--- src/rtl/lsu.sv ---
// RV32I load/store unit: one word-aligned memory transaction per request,
// with lane steering for stores, sign/zero extension for loads, and early exceptions.
module lsu #(
    parameter int N_BITS = 32
) (
    input  logic              clk,
    input  logic              rst_n,
    input  logic              req_valid,
    output logic              req_ready,
    input  logic              req_we,
    input  logic [2:0]        req_funct3,
    input  logic [N_BITS-1:0] req_addr,
    input  logic [N_BITS-1:0] req_wdata,
    input  logic [4:0]        req_rd,
    output logic              mem_req_valid,
    input  logic              mem_req_ready,
    output logic [N_BITS-1:0] mem_addr,
    output logic              mem_we,
    output logic [3:0]        mem_wstrb,
    output logic [N_BITS-1:0] mem_wdata,
    input  logic              mem_resp_valid,
    input  logic [N_BITS-1:0] mem_rdata,
    output logic              resp_valid,
    output logic              resp_wb,
    output logic [N_BITS-1:0] resp_rdata,
    output logic [4:0]        resp_rd,
    output logic              exc_misaligned,
    output logic              exc_illegal,
    output logic [1:0]        dbg_state
);

    // Handshake: a request transfers on a rising edge where req_valid && req_ready;
    // a memory request transfers where mem_req_valid && mem_req_ready, and its
    // response is the first mem_resp_valid seen in WAIT.
    typedef enum logic [1:0] {
        IDLE = 2'd0,
        REQ  = 2'd1,
        WAIT = 2'd2,
        DONE = 2'd3
    } state_t;

    state_t            state, state_nx;
    logic              up_q;
    logic              we_q;
    logic [2:0]        f3_q;
    logic [N_BITS-1:0] addr_q;
    logic [N_BITS-1:0] wdata_q;
    logic [N_BITS-1:0] rdata_q;
    logic [4:0]        rd_q;
    logic              mis_q;
    logic              ill_q;

    logic              accept;
    logic              req_ill;
    logic              req_mis;
    logic [1:0]        o;
    logic [N_BITS-1:0] lane_wdata;
    logic [3:0]        lane_wstrb;
    logic [N_BITS-1:0] shifted;
    logic [N_BITS-1:0] load_ext;
    logic              in_req;
    logic              in_done;

    assign accept = req_valid && req_ready;

    always_comb begin
        req_ill = 1'b0;
        req_mis = 1'b0;
        if (req_we)
            req_ill = req_funct3[2] || (req_funct3[1:0] == 2'b11);
        else
            req_ill = (req_funct3 == 3'b011) || (req_funct3[2:1] == 2'b11);
        req_mis = ((req_funct3[1:0] == 2'b01) && req_addr[0]) ||
                  ((req_funct3[1:0] == 2'b10) && (req_addr[1:0] != 2'b00));
    end

    always_comb begin
        state_nx = state;
        case (state)
            IDLE:    if (accept) state_nx = (req_ill || req_mis) ? DONE : REQ;
            REQ:     if (mem_req_ready) state_nx = WAIT;
            WAIT:    if (mem_resp_valid) state_nx = DONE;
            DONE:    state_nx = IDLE;
            default: state_nx = IDLE;
        endcase
    end

    always_comb begin
        o          = addr_q[1:0];
        lane_wdata = wdata_q;
        lane_wstrb = 4'b1111;
        case (f3_q[1:0])
            2'b00: begin
                lane_wdata = {4{wdata_q[7:0]}};
                lane_wstrb = 4'b0001 << o;
            end
            2'b01: begin
                lane_wdata = {2{wdata_q[15:0]}};
                lane_wstrb = 4'b0011 << o;
            end
            default: begin
                lane_wdata = wdata_q;
                lane_wstrb = 4'b1111;
            end
        endcase
        shifted = mem_rdata >> {o, 3'b000};
        case (f3_q)
            3'b000:  load_ext = {{24{shifted[7]}}, shifted[7:0]};
            3'b001:  load_ext = {{16{shifted[15]}}, shifted[15:0]};
            3'b100:  load_ext = {24'd0, shifted[7:0]};
            3'b101:  load_ext = {16'd0, shifted[15:0]};
            default: load_ext = mem_rdata;
        endcase
    end

    always_ff @(posedge clk or negedge rst_n) begin
        if (!rst_n) begin
            state   <= IDLE;
            up_q    <= 1'b0;
            we_q    <= 1'b0;
            f3_q    <= 3'd0;
            addr_q  <= '0;
            wdata_q <= '0;
            rdata_q <= '0;
            rd_q    <= 5'd0;
            mis_q   <= 1'b0;
            ill_q   <= 1'b0;
        end else begin
            state <= state_nx;
            up_q  <= 1'b1;
            if (accept) begin
                we_q    <= req_we;
                f3_q    <= req_funct3;
                addr_q  <= req_addr;
                wdata_q <= req_wdata;
                rd_q    <= req_rd;
                ill_q   <= req_ill;
                mis_q   <= req_mis && !req_ill;
                rdata_q <= '0;
            end
            if (state == WAIT && mem_resp_valid)
                rdata_q <= we_q ? '0 : load_ext;
        end
    end

    // Memory-side outputs are only driven while the request is presented.
    assign in_req         = (state == REQ);
    assign in_done        = (state == DONE);
    assign req_ready      = up_q && (state == IDLE);
    assign mem_req_valid  = in_req;
    assign mem_addr       = in_req ? {addr_q[N_BITS-1:2], 2'b00} : '0;
    assign mem_we         = in_req && we_q;
    assign mem_wstrb      = (in_req && we_q) ? lane_wstrb : 4'd0;
    assign mem_wdata      = (in_req && we_q) ? lane_wdata : '0;
    assign resp_valid     = in_done;
    assign resp_wb        = in_done && !we_q && !ill_q && !mis_q;
    assign resp_rdata     = in_done ? rdata_q : '0;
    assign resp_rd        = rd_q;
    assign exc_misaligned = in_done && mis_q;
    assign exc_illegal    = in_done && ill_q;
    assign dbg_state      = state;

endmodule

--- config.mk ---
export PLATFORM = sky130hd
export DESIGN_NAME = lsu
export DESIGN_NICKNAME = d
export VERILOG_FILES = /design/src/rtl/lsu.sv
export SDC_FILE = /design/constraint.sdc
export NUM_CORES = 1
export LEC_CHECK = 0
export BUFFER_PORTS_ARGS = -buffer_cell sky130_fd_sc_hd__buf_2
export CAP_MARGIN = 40
export CORE_UTILIZATION = 45
export DETAILED_ROUTE_END_ITERATION = 8
export HOLD_SLACK_MARGIN = 0.05
export PLACE_DENSITY = 0.8
export SKIP_LAST_GASP = 1
export SYNTH_ARGS = -nofsm -noshare
export SYNTH_HDL_FRONTEND = slang
export SYNTH_SLANG_ARGS = --single-unit
--- constraint.sdc ---
create_clock -name clk -period 4.5 [get_ports clk]
set_clock_uncertainty 0.05 [all_clocks]
set_input_delay 0.225 -clock clk [delete_from_list [all_inputs] [get_ports clk]]
set_output_delay 0.225 -clock clk [all_outputs]
set_load 0.02 [all_outputs]
# Yosys cells after proc, flatten, opt, wreduce, memory -nomap -nowiden

Cells that the tools add are included.

Register bits: 110
Memories: 0
Memory bits (writable): 0
Bits in latches: 0
Memory bits (read-only): 0
Output and inout port bits: 114

Add/sub/neg operators: 0
Reduce and logical (&&, ||, !) cells: 26
Equal/unequal tests: 15
Divide/modulo/power cells: 0
Multiply operators: 0
Bitwise operators: 0
Multiplexer cells: 16
$lt $le $gt $ge: 0
Shifts and indexed selects: 3

Operators with widths:

| kind                  | count |
|---|---|
| $mux W32              | 6 |
| $pmux W32 S4          | 1 |
| $pmux W32 S2          | 1 |
| $shr A32 B5 Y16       | 1 |
| $logic_and A1 B1 Y1   | 12 |
| $eq A2 B2 Y1 const B  | 5 |
| $mux W2               | 4 |
| $pmux W2 S4           | 1 |
| $pmux W4 S2           | 1 |
| $eq A2 B1 Y1 const B  | 3 |
| $eq A3 B3 Y1 const B  | 2 |
| $ne A2 B2 Y1 const B  | 3 |
| $logic_not A1 Y1      | 4 |
| $logic_not A2 Y1      | 2 |
| $logic_or A1 B1 Y1    | 4 |
| $mux W4               | 1 |
| $reduce_bool A2 Y1    | 2 |
| $shl A1 B2 Y4 const A | 1 |
| $shl A2 B2 Y4 const A | 1 |
| $eq A3 B1 Y1 const B  | 1 |
| $eq A3 B2 Y1 const B  | 1 |
| $logic_not A3 Y1      | 1 |
| $reduce_and A3 Y1     | 1 |
| $mux W1               | 1 |

# Longest topological paths before layout

Word-level depth: 7
Gate-level depth with buffers: 8

# Worst setup path before layout

Ideal clock, no wire load.

Path kind: register -> register
Start: register state[0], in the netlist dbg_state[0]
End: register addr_q[21]
Arrival: 2.044 ns
Stages on the path, launching flop included: 7
Library setup time: 0.125 ns
Path slack: 2.282 ns
Cell sequence: dfrtp_1 > inv_1 > ha_1 > nand3_1 > clkbuf_1 > clkbuf_1 > mux2_2

Longest elaborated chain between the ends: 3

Ends and longest elaborated chain:

| item                   | RTL line | text |
|---|---|---|
| from (decl)            | 42       | `state_t state, state_nx;` |
| from (signal assigned) | 129      | `state <= state_nx;` |
| $logic_not A2 Y1       | 149      | `assign req_ready = up_q && (state == IDLE);` |
| $logic_and A1 B1 Y1    | 149      |  |
| $logic_and A1 B1 Y1    | 64       | `assign accept = req_valid && req_ready;` |
| to (signal assigned)   | 134      | `addr_q <= req_addr;` |
| to (decl)              | 46       | `logic [N_BITS-1:0] addr_q;` |

No other way between the ends.
A chain may end at the register's enable or synchronous reset.

# Worst setup path in the final report

Start: register addr_q[1]
End: output mem_wstrb[2]

Longest elaborated chain between the ends: 3
Elaborated cells on any way between the ends: 4
Those cells by class: 2 x shift; 2 x mux

Ends and longest elaborated chain:

| item                                                  | RTL line | text |
|---|---|---|
| $shl A2 B2 Y4 / $shl A1 B2 Y4 (equally long branches) | 99, 95   |  |
| $pmux W4 S2 (*)                                       | 92       | `case (f3_q[1:0])` |
| $mux W4 (*)                                           | 153      | `assign mem_wstrb = (in_req && we_q) ? lane_wstrb : 4'd0;` |
| to (decl)                                             | 19       | `output logic [3:0] mem_wstrb,` |

Every way passes the cells marked *; elsewhere a longest branch is shown, timed or not.

==> metrics.md <==
| Metric | Value |
|---|---|
| Status | `finished clean` |
| Vias per cell | `5.33` |
| Drt drc | `0` |
| Max Clk Rate | `0.396 GHz` |
| Gr ovfl total | `0` |
| Required @ worst endpoint | `4.22 ns` |
| Worst-skew pair later-pin latency | `0.34 ns` |
| 1st-iter DRT viols | `418` |
| Critical Path AT | `2.25 ns` |
| Fin crit share | `56.1%` |
| Port Buf Inserts | `221` |
| Leading cell type in the layout, fill and taps excluded | `buf_2` |
| # rows | `41` |
| Die X-Extent | `115 microns` |
| TritonCTS clock tree | `done` |
| Crit-path max cell delay | `0.89 ns` |
| Endpoints failing hold | `0` |
| Io pins | `224` |
| Nets | `888` |
| Share of the synthesized area in the top cell type | `47.5%` |
| Clk buf depth | `2` |
| Core area | `12600 sq um` |
| Largest net degree at the start of global routing | `73` |
| FFs w/ async S/R, synth | `100%` |
| Worst Hold Class | `in2reg` |
| Crit start category | `register` |
| Max cap viols | `0` |
| Routed Wire Length | `16300 microns` |
| Unrepaired setup endpoints after global routing | `no` |
| Final setup fails | `0` |
| Crit end category | `output pin` |
| Initial antenna violation count | `0` |
| Min Tclk post-route | `2.52 ns` |
| Top FF cell, synth | `dfrtp_1` |
| Yosys cell types | `47` |
| Power Dens Cells | `649 nW/um^2` |
| Final ANT Viol Nets | `0` |
| Crit Path Class | `reg2out` |
| Setup_tns | `0 ns` |
| Clock power share | `17.3%` |
| Sw Pwr | `2.02 mW` |
| Clk sink count | `110` |
| Worst-path clk slew | `0.07 ns` |
| Synthesized area per cell | `10.7 sq um` |
| Layout cells sized above 1 | `41.6%` |
| Pre-antenna DRT Iters | `5` |
| Switching part of the total | `40.4%` |
| Final Max Slew Viols | `0` |
| Post-synth EDFFs | `0` |
| Pleak | `3.97 nW` |
| H-Tree Depth | `3` |
| Synth Register Bits | `110` |
| First-pass GRT wire length | `24900 microns` |
| CP Cell Sequence | `nand2b_1 -> inv_1 -> a211oi_1 -> nor2_1 -> buf_2` |
| Total number of vias | `5060` |
| Internal power | `2.98 mW` |
| Area of the mapped netlist | `5800 sq um` |
| Layout area overhead | `33.1%` |
| Area contributors post-synth | `dfrtp_1 47%, mux2_2 14%, and2_1 7.1%` |
| Post-Syn Instances | `541` |
| RD Place Congestion | `0.853` |
| Number of global-route vias before repair | `4963` |
| Placed Cells | `899` |
| Die height | `115 microns` |
| CTS Buf Count | `9` |
| Crit path max-delay cell type | `dfrtp_1` |
| Final HPWL DP | `11200 microns` |
| Number of diodes | `0` |
| Worst vdd ir | `0.351 mV` |
| Fin cells | `950` |
| Sequential area share after synthesis | `47.5%` |
| Root buf cell | `clkbuf_16` |
| Syn. warnings | `0` |
| Postcts setup bufs | `0` |
| Slew HR | `38.5%` |
| Die area | `13300 sq um` |
| Worst slew pin tran | `0.922 ns` |
| Logic pwr share | `45.5%` |
| Drt wl/cell | `17.2 microns` |
| Sequential share of power | `37.2%` |
| Total track usage | `24.4%` |
| Most frequent cells in the layout | `220 x buf_2, 109 x dfrtp_1, 74 x mux2_2` |
| Initial Utilization | `46.1%` |
| Critical Path Fanout Max | `27` |
| Largest area contributor in the netlist | `dfrtp_1` |
==> sequential cells by signal (all words and copies together), names as in the netlist <==
name and flops:
wdata_q 32, rdata_q 32, addr_q 32, we_q 1, f3_q 3, dbg_state 2, mis_q 1, up_q 1
resp_rd 5, ill_q 1
==> cells by family (layout without fill, tap and decap cells) <==
family / after synthesis / count (layout) / share of synthesized area, %
buffers and inverters: 53 / 289 / 4.15
flip-flops: 110 / 110 / 47.5
other: 2 / 3 / 0.130
multiplexers: 108 / 108 / 20.4
adder cells (fa/ha/maj): 5 / 5 / 1.08
AO/OA/AOI/OAI: 103 / 103 / 12.5
AND/OR/NAND/NOR: 160 / 160 / 14.3
==> worst max-delay path, delay by kind of cell (launching register included) <==
family	cells	cell delay, ns
AOI/OAI and AO/OA	1	0.25
and+or+nand+nor	2	0.51
buffers and inverters	2	0.25
DFF	1	0.89
==> power groups by stage <==
stage	sequential, mW	combinational, mW	clock [mW]
final	1.86	2.28	0.864
after global routing	1.92	2.48	0.926
after CTS	1.85	2.28	0.885
after detailed placement	1.87	2.24	0
after global placement	1.85	2.09	0
after floorplan	1.67	1.73	0
==> synth_stat cells, types with 2 or more instances <==
library cell / count
a21oi_1: 27
buf_4: 2
mux2_1: 2
o21ai_1: 6
o31ai_1: 2
nor3_1: 3
nand3_1: 2
mux2_2: 74
inv_1: 7
ha_1: 5
and3_1: 8
o2bb2ai_1: 7
a2bb2oi_1: 7
nand2b_1: 2
buf_2: 3
mux2i_1: 31
buf_1: 2
clkbuf_1: 35
and2_1: 66
dfrtp_1: 110
conb_1: 2
nor2_1: 35
nand2_1: 37
a221o_1: 17
o21ai_0: 18
o221ai_1: 7
buf_6: 4
==> path summary, 6_finish.rpt <==
path / slack [ns] / cells past startpoint / from / end
max: 1.98 / 5 / addr_q[1]$_DFFE_PN0P_ / mem_wstrb[2]
min: 0.06 / 2 / req_rd[1] / resp_rd[1]$_DFFE_PN0P_
max reg2reg: 2.10 / 4 / addr_q[1]$_DFFE_PN0P_ / rdata_q[19]$_DFFE_PN0P_
min reg2reg: 0.43 / 2 / rdata_q[1]$_DFFE_PN0P_ / rdata_q[1]$_DFFE_PN0P_
max in group asynchronous: 2.76 / 3 / rst_n / f3_q[1]$_DFFE_PN0P_
min in group asynchronous: 0.44 / 2 / rst_n / addr_q[20]$_DFFE_PN0P_
==> routing by layer <==
layer,global-route usage (%),share of wire [%],vias to the layer above
met2,40.4,48,211
met1,30.7,42,2452
met4,10.1,2.5,0
li1,-,-,2364
met5,0,0,-
met3,5.75,7.0,33
==> area by class of cell <==
type / instances / area, sq um
fill: 1062 / 4850
multi-input combinational: 379 / 2820
sequential: 110 / 2750
timing repair buffer: 266 / 1580
clock buffer: 11 / 243
tap: 172 / 215
clock inverter: 5 / 81.3
inverter: 7 / 26.3
==> per-stage QoR <==
stage	total power [mW]	hold WS [ns]	instance area (sq um)	util (%)	setup slack (ns)
after floorplan	3.40	-0.121	5800	-	2.28
after global placement	3.94	0.287	6950	55.3	2.01
after detailed placement	4.11	0.296	7040	56.0	2.13
after CTS	5.01	0.0503	7690	61.2	2.02
after global routing	5.33	0.0510	7710	61.4	1.86
final	5.00	0.0615	7710	61.4	1.98
==> what timing repair did <==
item / 4_1_cts / 5_1_grt
setup endpoints to repair: 0 / 0
hold endpoints to repair: 93 / 2
hold buffers: 33 / 2
gates resized for setup: 0 / 0
(Power assumes the default switching activity.)
